**config.mk**
```make
export PLATFORM = sky130hd
export DESIGN_NAME = fetch_unit
export DESIGN_NICKNAME = d
export VERILOG_FILES = /design/src/rtl/cpu_pkg.sv /design/src/rtl/if_id_reg.sv /design/src/rtl/fetch_unit.sv
export SDC_FILE = /design/constraint.sdc
export NUM_CORES = 1
export LEC_CHECK = 0
export ABC_AREA = 1
export CAP_MARGIN = 25
export CORE_MARGIN = 4
export CORE_UTILIZATION = 47
export DETAILED_ROUTE_END_ITERATION = 12
export PLACE_DENSITY = 0.92
export SLEW_MARGIN = 30
export SYNTH_ARGS = -nofsm -noshare
export SYNTH_HDL_FRONTEND = slang
export SYNTH_SLANG_ARGS = --single-unit
```
**constraint.sdc**
```tcl
create_clock -name clk -period 2 [get_ports clk]
set_clock_uncertainty 0.1 [all_clocks]
set_input_delay 0.4 -clock clk [delete_from_list [all_inputs] [get_ports clk]]
set_output_delay 0.4 -clock clk [all_outputs]
set_load 0.01 [all_outputs]
```
**src/rtl/cpu_pkg.sv**
```systemverilog
// ============================================================================
// Module : cpu_pkg
// Brief  : Shared widths, NOP encoding and fetch state type for the CPU core.
// Rev    : 1.0  initial release
// ============================================================================
`default_nettype none

package cpu_pkg;

   localparam int PC_W    = 16;
   localparam int INSTR_W = 16;

   localparam logic [15:0] NOP = 16'h0000;

   typedef enum logic [1:0] {
      FETCH_IDLE  = 2'd0,
      FETCH_REQ   = 2'd1,
      FETCH_HOLD  = 2'd2,
      FETCH_DRAIN = 2'd3
   } fetch_state_e;

endpackage

`default_nettype wire

```
**src/rtl/if_id_reg.sv**
```systemverilog
// ============================================================================
// Module : if_id_reg
// Brief  : IF/ID pipeline register with flush (priority), load and hold.
// Rev    : 1.0  initial release
// ============================================================================
`default_nettype none

module if_id_reg
   import cpu_pkg::*;
#(
   parameter int PC_W    = cpu_pkg::PC_W,
   parameter int INSTR_W = cpu_pkg::INSTR_W
) (
   input  logic               clk,
   input  logic               rest,
   input  logic               i_load,
   input  logic               i_flush,
   input  logic [INSTR_W-1:0] i_instr,
   input  logic [PC_W-1:0]    i_pc,
   output logic [INSTR_W-1:0] o_instr,
   output logic [PC_W-1:0]    o_pc,
   output logic               o_valid
);

   logic [INSTR_W-1:0] instr_q, instr_d;
   logic [PC_W-1:0]    pc_q, pc_d;
   logic               valid_q, valid_d;

   // A flush turns the slot into a bubble but leaves the PC field untouched.
   always_comb begin
      instr_d = instr_q;
      pc_d    = pc_q;
      valid_d = valid_q;
      if (i_flush) begin
         instr_d = INSTR_W'(NOP);
         valid_d = 1'b0;
      end else if (i_load) begin
         instr_d = i_instr;
         pc_d    = i_pc;
         valid_d = 1'b1;
      end
   end

   always_ff @(posedge clk or negedge rest) begin
      if (!rest) begin
         instr_q <= '0;
         pc_q    <= '0;
         valid_q <= 1'b0;
      end else begin
         instr_q <= instr_d;
         pc_q    <= pc_d;
         valid_q <= valid_d;
      end
   end

   assign o_instr = instr_q;
   assign o_pc    = pc_q;
   assign o_valid = valid_q;

endmodule

`default_nettype wire

```
**src/rtl/fetch_unit.sv**
```systemverilog
// ============================================================================
// Module : fetch_unit
// Brief  : Instruction fetch FSM, PC and skid buffer feeding the IF/ID register.
// Rev    : 1.0  initial release
// ============================================================================
`default_nettype none

module fetch_unit
   import cpu_pkg::*;
#(
   parameter int PC_W    = cpu_pkg::PC_W,
   parameter int INSTR_W = cpu_pkg::INSTR_W
) (
   input  logic               clk,
   input  logic               rest,
   input  logic               FrezePC,
   input  logic               FrezeIFID,
   input  logic               Branch,
   input  logic [PC_W-1:0]    BranchTarget,
   input  logic               Jump,
   input  logic [PC_W-1:0]    JumpTarget,
   output logic               imem_req,
   output logic [PC_W-1:0]    imem_addr,
   input  logic               imem_ack,
   input  logic [INSTR_W-1:0] imem_rdata,
   output logic [INSTR_W-1:0] IFID_Instr,
   output logic [PC_W-1:0]    IFID_PC,
   output logic               IFID_Valid,
   output logic [3:0]         IFID_Rs,
   output logic [3:0]         IFID_Rt
);

   fetch_state_e       state_q, state_d;
   logic [PC_W-1:0]    pc_q, pc_d;
   logic [INSTR_W-1:0] skid_q, skid_d;

   logic               stall;
   logic               redirect;
   logic [PC_W-1:0]    redirect_pc;
   logic [PC_W-1:0]    pc_inc;
   logic               ifid_load;
   logic               ifid_flush;
   logic [INSTR_W-1:0] ifid_instr_in;

   assign stall       = FrezePC | FrezeIFID;
   assign redirect    = Branch | Jump;
   assign redirect_pc = Jump ? JumpTarget : BranchTarget;
   assign pc_inc      = pc_q + PC_W'(1);

   // imem_req is a pure function of state, keeping rdata out of its cone.
   always_comb begin
      state_d       = state_q;
      pc_d          = pc_q;
      skid_d        = skid_q;
      imem_req      = 1'b0;
      ifid_load     = 1'b0;
      ifid_flush    = 1'b0;
      ifid_instr_in = skid_q;

      case (state_q)
         FETCH_IDLE: begin
            state_d = FETCH_REQ;
            if (redirect) begin
               pc_d       = redirect_pc;
               ifid_flush = 1'b1;
               skid_d     = '0;
            end
         end

         FETCH_REQ: begin
            imem_req = 1'b1;
            if (redirect) begin
               pc_d       = redirect_pc;
               ifid_flush = 1'b1;
               skid_d     = '0;
               state_d    = imem_ack ? FETCH_REQ : FETCH_DRAIN;
            end else if (imem_ack) begin
               if (stall) begin
                  skid_d  = imem_rdata;
                  state_d = FETCH_HOLD;
               end else begin
                  ifid_load     = 1'b1;
                  ifid_instr_in = imem_rdata;
                  pc_d          = pc_inc;
               end
            end else if (!stall) begin
               ifid_flush = 1'b1;
            end
         end

         FETCH_HOLD: begin
            if (redirect) begin
               pc_d       = redirect_pc;
               ifid_flush = 1'b1;
               skid_d     = '0;
               state_d    = FETCH_REQ;
            end else if (!stall) begin
               ifid_load = 1'b1;
               pc_d      = pc_inc;
               state_d   = FETCH_REQ;
            end
         end

         FETCH_DRAIN: begin
            // The in-flight response belongs to the old path and is dropped.
            if (redirect) begin
               pc_d = redirect_pc;
            end
            if (imem_ack) begin
               state_d = FETCH_REQ;
            end
         end

         default: state_d = FETCH_IDLE;
      endcase
   end

   always_ff @(posedge clk or negedge rest) begin
      if (!rest) begin
         state_q <= FETCH_IDLE;
         pc_q    <= '0;
         skid_q  <= '0;
      end else begin
         state_q <= state_d;
         pc_q    <= pc_d;
         skid_q  <= skid_d;
      end
   end

   assign imem_addr = pc_q;

   if_id_reg #(
      .PC_W    (PC_W),
      .INSTR_W (INSTR_W)
   ) u_if_id_reg (
      .clk     (clk),
      .rest    (rest),
      .i_load  (ifid_load),
      .i_flush (ifid_flush),
      .i_instr (ifid_instr_in),
      .i_pc    (pc_inc),
      .o_instr (IFID_Instr),
      .o_pc    (IFID_PC),
      .o_valid (IFID_Valid)
   );

   assign IFID_Rs = IFID_Instr[7:4];
   assign IFID_Rt = IFID_Instr[3:0];

endmodule

`default_nettype wire

```
# == Word-level counts from Yosys, hierarchy flattened ==
# Cells that the tools add are included.
# totals
register_bits,67
input_bits,55
out_inout_bits,58
wordCells,66
# classes
n_addsub,1
n_eq_ne,9
mux,38
n_bitwise,3
reduce_logical,9
# op_table
operator,n
$mux 16,16
$pmux 16 s3,1
$pmux 16 s2,1
$add 16x1->16 const B,1
$mux 2,7
$mux 1,10
$ne 3x3->1 const B,3
$pmux 2 s4,1
$reduce_and 4->1,2
$eq 2x2->1 const B,2
$ne 2x1->1 const B,2
$pmux 1 s2,2
$reduce_and 2->1,2
$reduce_bool 2->1,2
$reduce_or 2->1,2
$eq 2x1->1 const B,1
$logic_not 2->1,1
$ne 2x2->1 const B,1
$or 1x1->1,2
$not 1->1,1

# == Depth between registers and ports, before layout ==
# logic_depth
ltp_word,7
ltp_mapped,12
mapped_depth_nobuf,11

# == By module ==
# A second synthesis with hierarchy kept.
# unflattened
hier_cells,513
area_unflattened_um2,3928.8
# modules_own_cells
mod,instances,cells_each,area_per_inst_um2,seq_area_each_um2
fetch_unit,1,370,2608.8,850.8
if_id_reg,1,143,1320.0,825.8

# == Worst setup path before layout ==
# Ideal clock, no wire load.
# synth_timing
kind,register to register
from,reg state_q[0]
to,reg pc_q[13] (netlist: imem_addr[13])
setup_time_ps,116
arrival_ps,1559
required_ps,1784
slack_ps,224
path_stages_with_launch,10
path_buffers,1
period_less_slack_ps,1776
cell_sequence,dfrtp_1 inv_1 ha_1 inv_1 nor2_1 o21ai_2 buf_2 a21oi_1 nand2_1 nand2_1
# synth_between
elab_chain_len,4
word_cells_on_any_way,9
cone_classes,eq/ne (5); mux (1); reduce/logical (3)
# synth_lines
element,line_no,source
from (decl),fetch_unit.sv:33,"fetch_state_e state_q, state_d;"
from (signal assigned),fetch_unit.sv:124,state_q <= state_d;
$eq 2x2->1 / $logic_not 2->1 (equally long branches),fetch_unit.sv:60,case (state_q)
$reduce_or 2->1 (no source line),-,
$ne 2x1->1 (no source line),-,
$reduce_and 2->1 (no source line),-,
to (signal assigned),fetch_unit.sv:125,pc_q <= pc_d;
to (decl),fetch_unit.sv:34,"logic [PC_W-1:0] pc_q, pc_d;"
# Several ways; a longest one is shown, not always the timed one.
# A chain may end at the register's enable or synchronous reset.

# == Final worst setup path ==
# layout_timing
from,reg pc_q[13] (netlist: imem_addr[13])
to,out imem_addr[13]
# layout_rtl
element,line_no,source
to (decl),fetch_unit.sv:23,"output logic [PC_W-1:0] imem_addr,"
# No word-level cell between the ends.

==> flow_summary.json <==
{
  "yosys_most_used_dff": "dfrtp_1",
  "portBuffers": 112,
  "worstSetupPathType": "reg -> out",
  "final.min_clock_period_ns": 1.90,
  "syn_nets": 554,
  "whs_ns": 0.390,
  "vdd.ir_drop.worst_v": 0.000545,
  "cts_tree": "done",
  "cp_max_fo": 6,
  "wl_per_cell_um": 14.8,
  "grt_start_max_net_pins": 35,
  "drv_slew": 0,
  "crit_chain": "clkdlybuf4s50_1",
  "p_leak_nw": 2.56,
  "antenna_found_initial": 0,
  "synth_area_leaders": "dfrtp_1 (45%), nand2_1 (17%), nand3_1 (7.0%)",
  "wl_mm": 10.7,
  "htree_levels": 3,
  "synth_edf_count": 0,
  "rows": 32,
  "cp_top_family": "buffers and inverters",
  "crit_arrival_ns": 1.40,
  "grt_pass1_vias": 3681,
  "cts_buffer_depth": 2,
  "slowest_delay_ns": 0.59,
  "synth_top_cell_by_area": "dfrtp_1",
  "status": "complete, no violations",
  "period_share_pct": 95.0,
  "worst_path_max_delay_cell": "clkdlybuf4s50_1",
  "max_clock_freq_ghz": 0.526,
  "worst_pin_slew_ns": 0.564,
  "start_util_pct": 48.4,
  "powerDensity_nw_per_um2": 1190,
  "viasPerCell": 5.20,
  "setup_tns_ns": 0,
  "dieArea_um2": 9450,
  "grt_usage_pct": 22.8,
  "drt_pass1_iterations": 4,
  "fp.coreArea_um2": 7730,
  "async_flop_share_pct": 100,
  "cts.sinks": 67,
  "fin_cells": 723,
  "synth_cells": 493,
  "grt_pass1_wl_mm": 17.6,
  "synth_top_area_share_pct": 44.8,
  "yosysWarnings": 0,
  "gp_congestion": 0.904,
  "crit_buf_inv": 1,
  "clk_pin_slew_ns": 0.08,
  "syn_to_final_growth_pct": 43.6,
  "clk_latency_ns": 0.35,
  "layout-drive-gt1-share_pct": 9.02,
  "yosys_register_bits": 67,
  "drtIter0Drc": 185,
  "drc": 0,
  "dp_hpwl_mm": 7.98,
  "dp_cells": 703,
  "cts_root_buffer": "clkbuf_8",
  "hold_viol_final": 0,
  "die_w_um": 97.2,
  "start_kind": "register",
  "ant_nets": 0,
  "pin_count": 113,
  "required_ns": 1.50,
  "ys_types": 30,
  "grt_overflow": 0,
  "crit_path_end_kind": "output pin",
  "die_h_um": 97.2,
  "maxCapViolations": 0,
  "total_power_mw": 6.39,
  "nFillCells": 569,
  "min_path_type": "reg -> reg",
  "vias": 3763,
  "final-setup-viol-count": 0,
  "syn-cell-area_um2": 3740,
  "nNetsFinal": 677,
  "rsz0062_at_grt": "false",
  "cts_buffers": 9,
  "max_slew_margin_pct": 62.4,
  "avgSynthCellArea_um2": 7.59,
  "ys_seq_area_share_pct": 44.8,
  "finish.utilization_pct": 69.5,
  "insertedDiodeCount": 0
}
[layer usage]
layer | up-vias | routed length (µm) | global-route usage (%)
met5 | - | 0 | 0
met4 | 0 | 261 | 7.56
met3 | 26 | 884 | 5.81
met2 | 175 | 5400 | 40.1
met1 | 1730 | 4180 | 27.1
li1 | 1832 | - | -
[cells in the mapped netlist, types with 3 or more instances]
master    number
nand2_1      166
dfrtp_1       67
nand3_1       52
o21ai_0       47
inv_1         42
nor2_1        21
o21ai_1       20
a21oi_1       17
buf_4         10
buf_2          9
clkbuf_1       6
ha_1           6
nand3_4        3
nand3b_1       3
xnor2_1        3
xor2_1         3
[final timing paths]
check	from	to	slack, ns	cells past startpoint
setup / recovery	imem_addr[13]	imem_addr[13]	0.10	1
hold / removal	u_if_id_reg.o_pc[3]	u_if_id_reg.o_pc[3]	0.39	2
setup reg to reg	state_q[1]	skid_q[6]	0.16	9
hold reg to reg	u_if_id_reg.o_pc[3]	u_if_id_reg.o_pc[3]	0.39	2
max in group asynchronous	rest	imem_addr[3]	0.75	3
min in group asynchronous	rest	u_if_id_reg.o_instr[10]	0.48	2
[layout by cell type, fill, tap and decap left out, types with 6 or more instances in the layout]
master / netlist / routed
ha_1: 6 / 6
buf_4: 10 / 18
clkbuf_8: 0 / 9
buf_12: 0 / 8
nand3_1: 52 / 52
nor2_1: 21 / 21
a21oi_1: 17 / 17
o21ai_0: 47 / 47
o21ai_1: 20 / 20
inv_1: 42 / 41
dfrtp_1: 67 / 67
nand2_1: 166 / 166
clkdlybuf4s50_1: 0 / 110
[registers in the layout, summed over array words and instances (netlist names)]
| register | flops |
|---|---|
| skid_q | 16 |
| state_q | 2 |
| u_if_id_reg.o_pc | 16 |
| imem_addr | 16 |
| u_if_id_reg.o_instr | 16 |
| u_if_id_reg.o_valid | 1 |
[metrics by stage]
| step | worst slack, ns | cell area (µm²) |
|---|---|---|
| after global placement | -0.0299 | 5090 |
| after global routing | 0.00895 | 5370 |
| after CTS | 0.100 | 5350 |
| final | 0.100 | 5370 |
| after floorplan | 0.224 | 3740 |
| after detailed placement | -0.124 | 5090 |
[final cells by class]
| cell class | count | area [µm²] | area share, % |
|---|---|---|---|
| clock buffer | 9 | 124 | 2.31 |
| clock inverter | 7 | 124 | 2.31 |
| inverter | 43 | 166 | 3.10 |
| multi-input combinational | 356 | 1730 | 32.3 |
| sequential | 67 | 1680 | 31.2 |
| tap | 102 | 128 | 2.38 |
| timing repair buffer | 139 | 1420 | 26.4 |
[report_power, final]
group          total, mW  switching [mW]  internal [mW]
Sequential          2.16           0.379           1.79
Clock               1.40           0.565          0.836
Combinational       2.83            1.53           1.30
[timing repair]
item	CTS	global route
setup endpoints to repair	1	10
hold buffers	1	0
buffers inserted	0	2
pin swaps	0	1
hold endpoints to repair	22	0
cloned	0	1
resized for setup	1	1
[kinds of logic (layout without fill, tap and decap cells)]
logic type / count (synthesis) / in the layout / synth area share [%]
DFF: 67 / 67 / 44.8
adders and majority gates: 6 / 6 / 2.01
AOI/OAI and AO/OA: 87 / 87 / 11.8
and+or+nand+nor: 255 / 256 / 30.6
buffers and inverters: 71 / 198 / 9.00
muxes: 1 / 1 / 0.268
xor gates and xnor gates: 6 / 6 / 1.41
[tightest hold or removal path, stage by stage (launching register included)]
cell and delay, ns:
dfrtp_1 0.35, nand2_1 0.06, nand2_1 0.05
Note: power is estimated with default switching activity, not from simulation.
